==> src/rtl/slc3_input_cond_if.sv <==
// Board-input bundle between the raw pins and the SLC-3 control logic.
// master = pin/stimulus side, slave = conditioning stage.
interface slc3_input_cond_if #(
    parameter int SW_WIDTH = 10
);
    logic                Run_n_raw;
    logic                Continue_n_raw;
    logic [SW_WIDTH-1:0] SW_raw;
    logic                Run_pulse;
    logic                Continue_pulse;
    logic                Run_held;
    logic                Continue_held;
    logic [SW_WIDTH-1:0] SW_sync;
    // Button FSM states, exposed for observation only.
    logic [1:0]          run_state_dbg;
    logic [1:0]          cont_state_dbg;

    modport master (
        output Run_n_raw, Continue_n_raw, SW_raw,
        input  Run_pulse, Continue_pulse, Run_held, Continue_held, SW_sync,
        input  run_state_dbg, cont_state_dbg
    );

    modport slave (
        input  Run_n_raw, Continue_n_raw, SW_raw,
        output Run_pulse, Continue_pulse, Run_held, Continue_held, SW_sync,
        output run_state_dbg, cont_state_dbg
    );
endinterface

==> src/rtl/slc3_input_cond.sv <==
// Synchronizes and debounces the Run/Continue keys and slide switches for the SLC-3.
// Define INPUT_COND_AUTOREPEAT_EN to make Continue_pulse auto-repeat while held.
module slc3_input_cond #(
    parameter int DEBOUNCE_CYCLES = 100000,
    parameter int SW_WIDTH        = 10,
    parameter int REPEAT_CYCLES   = 25000000
) (
    input logic               Clk,
    input logic               Reset_n,
    slc3_input_cond_if.slave  bus
);
    localparam int            CW      = $clog2(DEBOUNCE_CYCLES);
    localparam logic [CW-1:0] CNT_MAX = CW'(DEBOUNCE_CYCLES - 1);

    if (DEBOUNCE_CYCLES < 2) begin : g_bad_debounce
        $error("DEBOUNCE_CYCLES must be at least 2");
    end
    if (REPEAT_CYCLES < 2) begin : g_bad_repeat
        $error("REPEAT_CYCLES must be at least 2");
    end

    typedef enum logic [1:0] {
        RELEASED     = 2'd0,
        PRESS_WAIT   = 2'd1,
        PRESSED      = 2'd2,
        RELEASE_WAIT = 2'd3
    } btn_state_e;

    // Index 0 = Run, index 1 = Continue; sync flops carry the active-low pin level.
    logic [1:0]          btn_s1_q, btn_s1_d, btn_s2_q, btn_s2_d;
    logic [1:0]          pressed;
    btn_state_e          state_q [2];
    btn_state_e          state_d [2];
    logic [CW-1:0]       cnt_q [2];
    logic [CW-1:0]       cnt_d [2];
    logic [1:0]          pulse_q, pulse_d;
    logic                rpt_fire;

    logic [SW_WIDTH-1:0] sw_s1_q, sw_s1_d, sw_s2_q, sw_s2_d;
    logic [SW_WIDTH-1:0] sw_prev_q, sw_prev_d, sw_out_q, sw_out_d;
    logic [CW-1:0]       sw_cnt_q, sw_cnt_d;

    assign pressed = ~btn_s2_q;

    always_comb begin
        btn_s1_d  = {bus.Continue_n_raw, bus.Run_n_raw};
        btn_s2_d  = btn_s1_q;
        sw_s1_d   = bus.SW_raw;
        sw_s2_d   = sw_s1_q;
        sw_prev_d = sw_s2_q;
    end

    always_comb begin
        for (int i = 0; i < 2; i++) begin
            state_d[i] = state_q[i];
            cnt_d[i]   = cnt_q[i];
            pulse_d[i] = 1'b0;
            case (state_q[i])
                RELEASED: begin
                    if (pressed[i]) begin
                        state_d[i] = PRESS_WAIT;
                        cnt_d[i]   = '0;
                    end
                end
                PRESS_WAIT: begin
                    if (!pressed[i]) begin
                        state_d[i] = RELEASED;
                        cnt_d[i]   = '0;
                    end else if (cnt_q[i] == CNT_MAX) begin
                        state_d[i] = PRESSED;
                        cnt_d[i]   = '0;
                        pulse_d[i] = 1'b1;
                    end else begin
                        cnt_d[i] = cnt_q[i] + CW'(1);
                    end
                end
                PRESSED: begin
                    if (!pressed[i]) begin
                        state_d[i] = RELEASE_WAIT;
                        cnt_d[i]   = '0;
                    end
                end
                RELEASE_WAIT: begin
                    // A re-press here is contact bounce: back to PRESSED silently.
                    if (pressed[i]) begin
                        state_d[i] = PRESSED;
                        cnt_d[i]   = '0;
                    end else if (cnt_q[i] == CNT_MAX) begin
                        state_d[i] = RELEASED;
                        cnt_d[i]   = '0;
                    end else begin
                        cnt_d[i] = cnt_q[i] + CW'(1);
                    end
                end
                default: begin
                    state_d[i] = RELEASED;
                    cnt_d[i]   = '0;
                end
            endcase
        end
        pulse_d[1] = pulse_d[1] | rpt_fire;
    end

`ifdef INPUT_COND_AUTOREPEAT_EN
    localparam int            RW      = $clog2(REPEAT_CYCLES);
    localparam logic [RW-1:0] RPT_MAX = RW'(REPEAT_CYCLES - 1);

    logic [RW-1:0] rpt_q, rpt_d;

    // Runs only while Continue sits in PRESSED; any exit clears it.
    always_comb begin
        rpt_d    = '0;
        rpt_fire = 1'b0;
        if (state_q[1] == PRESSED && pressed[1]) begin
            if (rpt_q == RPT_MAX) begin
                rpt_fire = 1'b1;
            end else begin
                rpt_d = rpt_q + RW'(1);
            end
        end
    end

    always_ff @(posedge Clk or negedge Reset_n) begin
        if (!Reset_n) begin
            rpt_q <= '0;
        end else begin
            rpt_q <= rpt_d;
        end
    end
`else
    assign rpt_fire = 1'b0;
`endif

    // Load only after the whole vector has matched its previous sample long enough.
    always_comb begin
        sw_cnt_d = sw_cnt_q;
        sw_out_d = sw_out_q;
        if (sw_s2_q != sw_prev_q) begin
            sw_cnt_d = '0;
        end else if (sw_cnt_q == CNT_MAX) begin
            sw_out_d = sw_s2_q;
        end else begin
            sw_cnt_d = sw_cnt_q + CW'(1);
        end
    end

    always_ff @(posedge Clk or negedge Reset_n) begin
        if (!Reset_n) begin
            btn_s1_q   <= 2'b11;
            btn_s2_q   <= 2'b11;
            state_q[0] <= RELEASED;
            state_q[1] <= RELEASED;
            cnt_q[0]   <= '0;
            cnt_q[1]   <= '0;
            pulse_q    <= '0;
            sw_s1_q    <= '0;
            sw_s2_q    <= '0;
            sw_prev_q  <= '0;
            sw_out_q   <= '0;
            sw_cnt_q   <= '0;
        end else begin
            btn_s1_q   <= btn_s1_d;
            btn_s2_q   <= btn_s2_d;
            state_q[0] <= state_d[0];
            state_q[1] <= state_d[1];
            cnt_q[0]   <= cnt_d[0];
            cnt_q[1]   <= cnt_d[1];
            pulse_q    <= pulse_d;
            sw_s1_q    <= sw_s1_d;
            sw_s2_q    <= sw_s2_d;
            sw_prev_q  <= sw_prev_d;
            sw_out_q   <= sw_out_d;
            sw_cnt_q   <= sw_cnt_d;
        end
    end

    assign bus.Run_pulse      = pulse_q[0];
    assign bus.Continue_pulse = pulse_q[1];
    assign bus.Run_held       = (state_q[0] == PRESSED) || (state_q[0] == RELEASE_WAIT);
    assign bus.Continue_held  = (state_q[1] == PRESSED) || (state_q[1] == RELEASE_WAIT);
    assign bus.SW_sync        = sw_out_q;
    assign bus.run_state_dbg  = state_q[0];
    assign bus.cont_state_dbg = state_q[1];
endmodule

==> src/flat_wrapper.sv <==
// flat-port wrapper written by rule: the top's interface ports become plain ports
module slc3_input_cond_flat 
#(
    parameter int DEBOUNCE_CYCLES = 100000,
    parameter int SW_WIDTH        = 10,
    parameter int REPEAT_CYCLES   = 25000000
)
  (Clk, Reset_n, bus_Run_n_raw, bus_Continue_n_raw, bus_SW_raw, bus_Run_pulse, bus_Continue_pulse, bus_Run_held, bus_Continue_held, bus_SW_sync, bus_run_state_dbg, bus_cont_state_dbg);
  slc3_input_cond_if #(.SW_WIDTH(SW_WIDTH)) bus_i ();
  input logic Clk;
  input logic Reset_n;
  input wire logic [$bits(bus_i.Run_n_raw)-1:0] bus_Run_n_raw;
  input wire logic [$bits(bus_i.Continue_n_raw)-1:0] bus_Continue_n_raw;
  input wire logic [$bits(bus_i.SW_raw)-1:0] bus_SW_raw;
  output wire logic [$bits(bus_i.Run_pulse)-1:0] bus_Run_pulse;
  output wire logic [$bits(bus_i.Continue_pulse)-1:0] bus_Continue_pulse;
  output wire logic [$bits(bus_i.Run_held)-1:0] bus_Run_held;
  output wire logic [$bits(bus_i.Continue_held)-1:0] bus_Continue_held;
  output wire logic [$bits(bus_i.SW_sync)-1:0] bus_SW_sync;
  output wire logic [$bits(bus_i.run_state_dbg)-1:0] bus_run_state_dbg;
  output wire logic [$bits(bus_i.cont_state_dbg)-1:0] bus_cont_state_dbg;
  assign bus_i.Run_n_raw = bus_Run_n_raw;
  assign bus_i.Continue_n_raw = bus_Continue_n_raw;
  assign bus_i.SW_raw = bus_SW_raw;
  assign bus_Run_pulse = bus_i.Run_pulse;
  assign bus_Continue_pulse = bus_i.Continue_pulse;
  assign bus_Run_held = bus_i.Run_held;
  assign bus_Continue_held = bus_i.Continue_held;
  assign bus_SW_sync = bus_i.SW_sync;
  assign bus_run_state_dbg = bus_i.run_state_dbg;
  assign bus_cont_state_dbg = bus_i.cont_state_dbg;
  slc3_input_cond #(.DEBOUNCE_CYCLES(DEBOUNCE_CYCLES), .SW_WIDTH(SW_WIDTH), .REPEAT_CYCLES(REPEAT_CYCLES)) u_core (.Clk(Clk), .Reset_n(Reset_n), .bus(bus_i));
endmodule
==> config.mk <==
export PLATFORM = sky130hd
export DESIGN_NAME = slc3_input_cond_flat
export DESIGN_NICKNAME = d
export VERILOG_FILES = /design/src/rtl/slc3_input_cond_if.sv /design/src/rtl/slc3_input_cond.sv /design/src/flat_wrapper.sv
export SDC_FILE = /design/constraint.sdc
export NUM_CORES = 1
export LEC_CHECK = 0
export ABC_AREA = 1
export ABC_CLOCK_PERIOD_IN_PS = 3730
export BUFFER_PORTS_ARGS = -buffer_cell sky130_fd_sc_hd__buf_2
export CAP_MARGIN = 10
export CORE_MARGIN = 2
export CORE_UTILIZATION = 50
export DETAILED_ROUTE_END_ITERATION = 10
export HOLD_SLACK_MARGIN = 0.02
export PLACE_DENSITY = 0.76
export SLEW_MARGIN = 5
export SYNTH_ARGS = -nofsm -noshare
export SYNTH_HDL_FRONTEND = slang
export SYNTH_SLANG_ARGS = --single-unit
==> constraint.sdc <==
create_clock -name Clk -period 3.73 [get_ports Clk]
set_input_delay 0.5595 -clock Clk [delete_from_list [all_inputs] [get_ports Clk]]
set_output_delay 0.5595 -clock Clk [all_outputs]
set_load 0.005 [all_outputs]
==> impl_metrics.csv, run 1 <==
group,metric,value,unit
status,status,"finished, final reports clean",
route,drc,0,
route,wl_per_cell,11.8,um
place,pre_cts_ws,1.90,ns
setup_path,worstPathArrival,2.16,ns
route,wl_met2,4470,um
setup_path,r2r_end,"u_core.sw_cnt_q[0]",
sta,setup_ws,1.88,ns
route,drtPass1Iterations,5,
setup_path,rr_startpoint,"u_core.sw_prev_d[0]",
route,final_antenna_net_count,0,
sta,fin_tns_setup,0,ns
clock_tree,insertion_delay,0.37,ns
sta,period_needed,1.85,ns
floorplanning,die_width,103,um
synthesis,synthMuxAreaShare,0,%
setup_path,r2r_setup_slack,1.88,ns
route,maxUsedRoutingLayer,"met4",
synthesis,synth_cell_types,31,
global_routing,grt_max_degree,57,
clock_tree,post-cts-setup-buffers,0,
clock_tree,cts_root_buffer,"clkbuf_8",
synthesis,synth_compound_gate_area_share,4.40,%
sta,hold_viol_final,0,
finish,insertedDiodeCount,0,
sta,slew_viol_final,0,
sta,grt_setup_unrepaired,"false",
global_routing,track_usage,19.5,%
synthesis,ys_warn_count,0,
floorplanning,placementRows,36,
sta,fin_skew,0.00539,ns
global_routing,grt_pass1_wl,16400,um
synthesis,ys_ff_latch,101,
clock_tree,cts.sinks,101,
floorplanning,die-area,10600,um2
clock_tree,h-tree-depth,3,
clock_tree,clk_pin_slew,0.10,ns
synthesis,seq_area_frac_synth,51.5,%
route,vias,4045,
synthesis,synth_area_leaders,"dfrtp_1 49%, nand2_1 15%, nor2_1 7.2%, inv_1 6.0%, nand3_1 5.6%",
route,wl_met3,441,um
floorplanning,io-pin-count,32,
synthesis,syn-cell-area,4920,um2
setup_path,path_max_fanout,11,
floorplanning,initial_utilization,51.0,%
floorplanning,coreArea,9640,um2
finish,synthToLayoutAreaGrowth,10.5,%
global_routing,grt.overflow.total,0,
finish,post_route_cells_drive_above_1_share,11.3,%
synthesis,synth.top_cell.area_share,49.4,%
setup_path,cp_data_required_time,4.04,ns
sta,timing.hold.ws,0.234,ns
synthesis,synth-main-ff-cell,"dfrtp_1",
sta,period_share,49.7,%
synthesis,syn_avg_cell_area,7.80,um2
power,ir_drop,0.000287,V
synthesis,synthTopCellsByCount,"192 x nand2_1, 97 x dfrtp_1, 94 x nor2_1",
synthesis,ys_async_sr_fraction,100,%
global_routing,grt_pass1_vias,3808,
synthesis,synth_edf_count,0,
synthesis,synth_xor_area_share,1.96,%
route,drt_iter0_drc,177,
sta,max_freq,539,MHz
finish,layout.nets,685,
clock_tree,cts_made_buffers,9,
setup_path,critPathCaptureType,"register",
sta,setup_violations,0,
clock_tree,hold_buffers,0,
sta,worstMarginPinSlew,0.693,ns
synthesis,synth_nets,647,
run,max-cap-violations,0,
clock_tree,clock_path_buffers,2,
power,powerDensity,410,nW/um2
synthesis,yosysTopAreaCell,"dfrtp_1",
place,gp_congestion,0.901,
synthesis,synthSimpleGateAreaFrac,34.5,%
worst_hold_path,min_path_type,"in -> async",
sta,slew_headroom,53.8,%
setup_path,reg2reg_depth,9,
clock_tree,tritoncts,"done",
synthesis,synth_top_family_by_area,"simple AND/OR/NAND/NOR gates",
synthesis,synth_cells,630,
place,place_hpwl,6880,um
route,wl,9500,um
setup_path,start_kind,"register",
setup_path,criticalPathCategory,"reg -> reg",
global_routing,grt_antenna_before_repair,0,
clock_tree,cts_resized,0,
route,via_per_inst,5.02,
floorplanning,dieHeight,103,um
route,wl_met1,4470,um
power,p_leak,2.69,nW
synthesis,synth_fa_ha_area_share,0.764,%
place,port_buffers,31,
synthesis,yosysMostFrequentCell,"nand2_1",
## final cells by class
type / count / area, um2
Inverter: 80 / 300
Tap cell: 133 / 166
Timing Repair Buffer: 34 / 180
Fill cell: 882 / 4210
Clock buffer: 9 / 124
Multi-Input combinational cell: 442 / 2050
Clock inverter: 7 / 81.3
Sequential cell: 101 / 2530
## cell usage in the layout, fill, tap and decap left out
| cell type | Yosys | routed |
|---|---|---|
| dfstp_2 | 4 | 4 |
| dfrtp_1 | 97 | 97 |
| nand3_1 | 55 | 55 |
| nor2_8 | 1 | 1 |
| inv_6 | 0 | 2 |
| nor2_4 | 2 | 2 |
| clkinvlp_4 | 0 | 3 |
| xor2_1 | 7 | 7 |
| nor3_1 | 13 | 13 |
| xnor2_1 | 4 | 4 |
| nand2_2 | 3 | 3 |
| o21ai_1 | 3 | 3 |
| inv_8 | 0 | 1 |
| nand2b_1 | 1 | 1 |
| o21bai_4 | 1 | 1 |
| nand3_2 | 3 | 3 |
| bufinv_16 | 0 | 1 |
| inv_2 | 1 | 1 |
| nor2_2 | 7 | 7 |
| clkbuf_8 | 0 | 9 |
| o22ai_1 | 3 | 3 |
| nand4_1 | 16 | 16 |
| nand2_1 | 192 | 192 |
| or2_2 | 2 | 2 |
| o21ai_0 | 17 | 17 |
| inv_1 | 79 | 79 |
| buf_4 | 1 | 4 |
| nand3_4 | 1 | 1 |
| ha_1 | 3 | 3 |
| nor4_1 | 2 | 2 |
| nor2_1 | 94 | 94 |
| o21bai_2 | 1 | 1 |
| a21oi_1 | 6 | 6 |
| buf_2 | 4 | 30 |
| o21bai_1 | 5 | 5 |
## where the power goes
part | switching [W] | leakage, nW | internal (W)
logic | 0.000207 | 1.27 | 0.0000976
registers | 0.0000597 | 1.32 | 0.00115
clock network | 0.000394 | 0.0944 | 0.000319
## state kept, by name (all words and copies together) (netlist names), named ones only
| register | flops |
|---|---|
| u_core.bus.SW_sync | 10 |
| u_core.btn_s2_q | 2 |
| u_core.pulse_q | 2 |
| u_core.sw_s1_q | 10 |
| u_core.sw_prev_d | 10 |
| u_core.cnt_q | 34 |
| u_core.bus.cont_state_dbg | 1 |
| u_core.sw_cnt_q | 17 |
| u_core.bus.run_state_dbg | 1 |
| u_core.btn_s1_q | 2 |
| u_core.sw_prev_q | 10 |
## worst max-delay path, stage by stage, from the launching register on
cell     delay (ns)
dfrtp_1        0.43
inv_1          0.06
nand2_1        0.05
nand2_1        0.05
nor2_1         0.14
nand3_1        0.09
nor2_1         0.50
buf_4          0.29
o21ai_0        0.10
nor2_1         0.08
## routing by layer
metal  vias up  GRT usage (%)
met5         -              0
met4         0           6.78
met3        13           4.95
met1      1891           24.9
li1       2051              -
met2        90           32.3
## how the worst max path moves through the flow
stage / end / slack, ns / start / depth (start not counted)
finish: u_core.sw_cnt_q[0] / 1.88 / u_core.sw_prev_d[0] / 9
global route: u_core.sw_cnt_q[0] / 1.59 / u_core.sw_prev_d[0] / 9
CTS: u_core.sw_cnt_q[0] / 1.86 / u_core.sw_prev_d[0] / 9
detailed placement: u_core.sw_cnt_q[0] / 1.90 / u_core.sw_prev_d[0] / 9
global placement: u_core.sw_cnt_q[0] / 2.00 / u_core.sw_prev_d[0] / 9
floorplan: u_core.cnt_q[24] / 2.29 / u_core.cnt_q[17] / 8
## metrics by stage
| step | cell area, um2 | std cells | utilization [%] | total power, W |
|---|---|---|---|---|
| 4_1_cts | 5430 | 806 | 56.4 | 0.00226 |
| 3_5_place_dp | 5230 | 790 | 54.2 | 0.00154 |
| 2_1_floorplan | 4920 | 630 | - | 0.00143 |
| 3_3_place_gp | 5230 | 790 | 54.2 | 0.00153 |
| 6_report | 5430 | 806 | 56.4 | 0.00223 |
| 5_1_grt | 5430 | 806 | 56.4 | 0.00235 |
## logic make-up (layout without fill, tap and decap cells)
group,after synthesis,count (layout)
xor gates and xnor gates,11,11
DFF,101,101
adders and majority gates,3,3
buffers and inverters,87,130
AOI/OAI and AO/OA,36,36
and+or+nand+nor,392,392
(Power assumes the default switching activity.)
==> run 2: changes to the inputs <==
- ABC_CLOCK_PERIOD_IN_PS: 3730 -> 1860
- clock period: 3.73 -> 1.86 ns (I/O delays scaled with it)
==> run 2 against run 1 <==
Core utilization grew 1.8 points. Sequential power grew 100%. Via count grew 2.2%. Clock-buffer cell count is the same. Total power grew 100%. Cell count grew 2.0%. Routed wire length grew 5.5%. Largest cell class unchanged. Critical path type unchanged.
==> impl_metrics.csv, run 2 (synthesis results as in run 1) <==
group,metric,value,unit
finish,synthToLayoutAreaGrowth,14.1,%
finish,final_common_cell,"nand2_1",
route,drtPass1Iterations,5,
setup_path,start_kind,"register",
clock_tree,cts_made_buffers,9,
floorplanning,die_width,103,um
route,vias,4135,
sta,slew_viol_final,0,
power,ir_drop,0.000662,V
setup_path,criticalPathCategory,"reg -> reg",
status,status,"finished, final reports clean",
clock_tree,cts_root_buffer,"clkbuf_8",
finish,top_regs,"u_core.cnt_q: 34 flops, u_core.sw_cnt_q: 17 flops",
route,final_antenna_net_count,0,
sta,hold_viol_final,0,
global_routing,grt.overflow.total,0,
clock_tree,post-cts-setup-buffers,0,
floorplanning,dieHeight,103,um
floorplanning,die-area,10600,um2
sta,timing.hold.ws,0.0478,ns
global_routing,track_usage,20.5,%
floorplanning,initial_utilization,51.0,%
global_routing,grt_antenna_before_repair,0,
clock_tree,insertion_delay,0.37,ns
place,gp_congestion,0.910,
finish,insertedDiodeCount,0,
route,wl_per_cell,12.2,um
clock_tree,clock_path_buffers,2,
finish,layout.nets,701,
sta,period_share,91.8,%
finish,final_cell_mix,"192 x nand2_1, 97 x dfrtp_1, 94 x nor2_1",
power,p_leak,2.78,nW
setup_path,path_cells,"ha_1 -> nand2_2 -> nor2_8 -> nand3_4 -> nor2_1 -> nor2_4 -> nor2_4 -> nor2_1",
floorplanning,io-pin-count,32,
setup_path,cp_data_required_time,2.13,ns
route,wl,10000,um
route,via_per_inst,5.03,
setup_path,critPathMaxStageDelay,0.46,ns
run,max-cap-violations,0,
setup_path,slowest_stage,"dfrtp_1",
sta,setup_violations,0,
setup_path,worstPathArrival,1.97,ns
sta,worstMarginPinSlew,0.517,ns
finish,largest_register_ff_count,34,
finish,post_route_cells_drive_above_1_share,11.6,%
sta,fin_skew,0.0128,ns
global_routing,grt_pass1_vias,4023,
clock_tree,clk_pin_slew,0.11,ns
sta,max_freq,585,MHz
route,drc,0,
place,pre_cts_ws,0.180,ns
place,port_buffers,31,
setup_path,path_max_fanout,8,
power,powerDensity,811,nW/um2
finish,max_flop_register,"u_core.cnt_q",
sta,setup_ws,0.152,ns
global_routing,grt_max_degree,39,
route,drt_iter0_drc,171,
clock_tree,cts.sinks,101,
place,place_hpwl,7160,um
clock_tree,tritoncts,"done",
sta,period_needed,1.71,ns
floorplanning,coreArea,9640,um2
worst_hold_path,min_path_type,"in -> reg",
global_routing,grt_pass1_wl,17400,um
clock_tree,h-tree-depth,3,
sta,slew_headroom,65.5,%
floorplanning,placementRows,36,
setup_path,critPathCaptureType,"register",
[run 2: cell types whose count changed in the layout (fill, tap and decap cells not counted), moves of 2 or more]
cell and change:
buf_4 +3, clkinv_8 +2, clkinvlp_4 -3, dlygate4sd3_1 +12
[run 2: timing repair]
action | in CTS | in global routing
hold buffers | 10 | 2
endpoints found under the setup margin | 0 | 1
endpoints found under the hold margin | 43 | 2
gates resized for setup | 0 | 1
[run 2: cell type report]
class | instances | area [um2]
Clock buffer | 9 | 124
Tap cell | 133 | 166
Clock inverter | 7 | 88.8
Timing Repair Buffer | 50 | 343
Fill cell | 850 | 4030
Multi-Input combinational cell | 442 | 2050
Sequential cell | 101 | 2530
Inverter | 80 | 300
[run 2: report_power, final]
part | leakage [nW] | total [W] | switching, W | internal, W
Clock | 0.107 | 0.00145 | 0.000892 | 0.000554
Combinational | 1.35 | 0.000672 | 0.000434 | 0.000238
Sequential | 1.32 | 0.00243 | 0.000122 | 0.00231
Total | 2.78 | 0.00455 | 0.00145 | 0.00310
[run 2: layer usage]
layer	track usage [%]	share of wire, %	wire, um	vias up
met5	0	0	0	-
met4	5.87	0.93	93	0
met3	4.54	4.9	489	8
met2	34.9	49	4930	100
met1	26.6	45	4510	1943
li1	-	-	-	2084
[run 2: critical path, delay by kind of cell, from the launching register on]
kind                       cells  cell delay (ns)
DFF                            1             0.46
and+or+nand+nor                7             0.88
adders and majority gates      1             0.27
[run 2: path summary, 6_finish.rpt]
kind	startpoint	endpoint	slack [ns]	cells past startpoint
max in group asynchronous	Reset_n	u_core.btn_s2_q[1]	0.78	3
setup / recovery	u_core.cnt_q[17]	u_core.cnt_q[24]	0.15	8
setup reg to reg	u_core.cnt_q[17]	u_core.cnt_q[24]	0.15	8
min in group asynchronous	Reset_n	u_core.sw_prev_q[8]	0.43	2
hold reg to reg	u_core.sw_s1_q[3]	u_core.sw_prev_d[3]	0.36	0
hold / removal	bus_SW_raw[9]	u_core.sw_s1_q[9]	0.05	1
[run 2: metrics by stage]
stage | util, % | TNS [ns] | cell area, um2 | std cells | power [W]
floorplan | - | 0 | 4920 | 630 | 0.00286
global placement | 54.7 | 0 | 5270 | 794 | 0.00308
detailed placement | 54.7 | 0 | 5270 | 794 | 0.00311
CTS | 57.9 | 0 | 5580 | 820 | 0.00457
global route | 58.2 | -0.00740 | 5610 | 822 | 0.00478
finish | 58.2 | 0 | 5610 | 822 | 0.00455
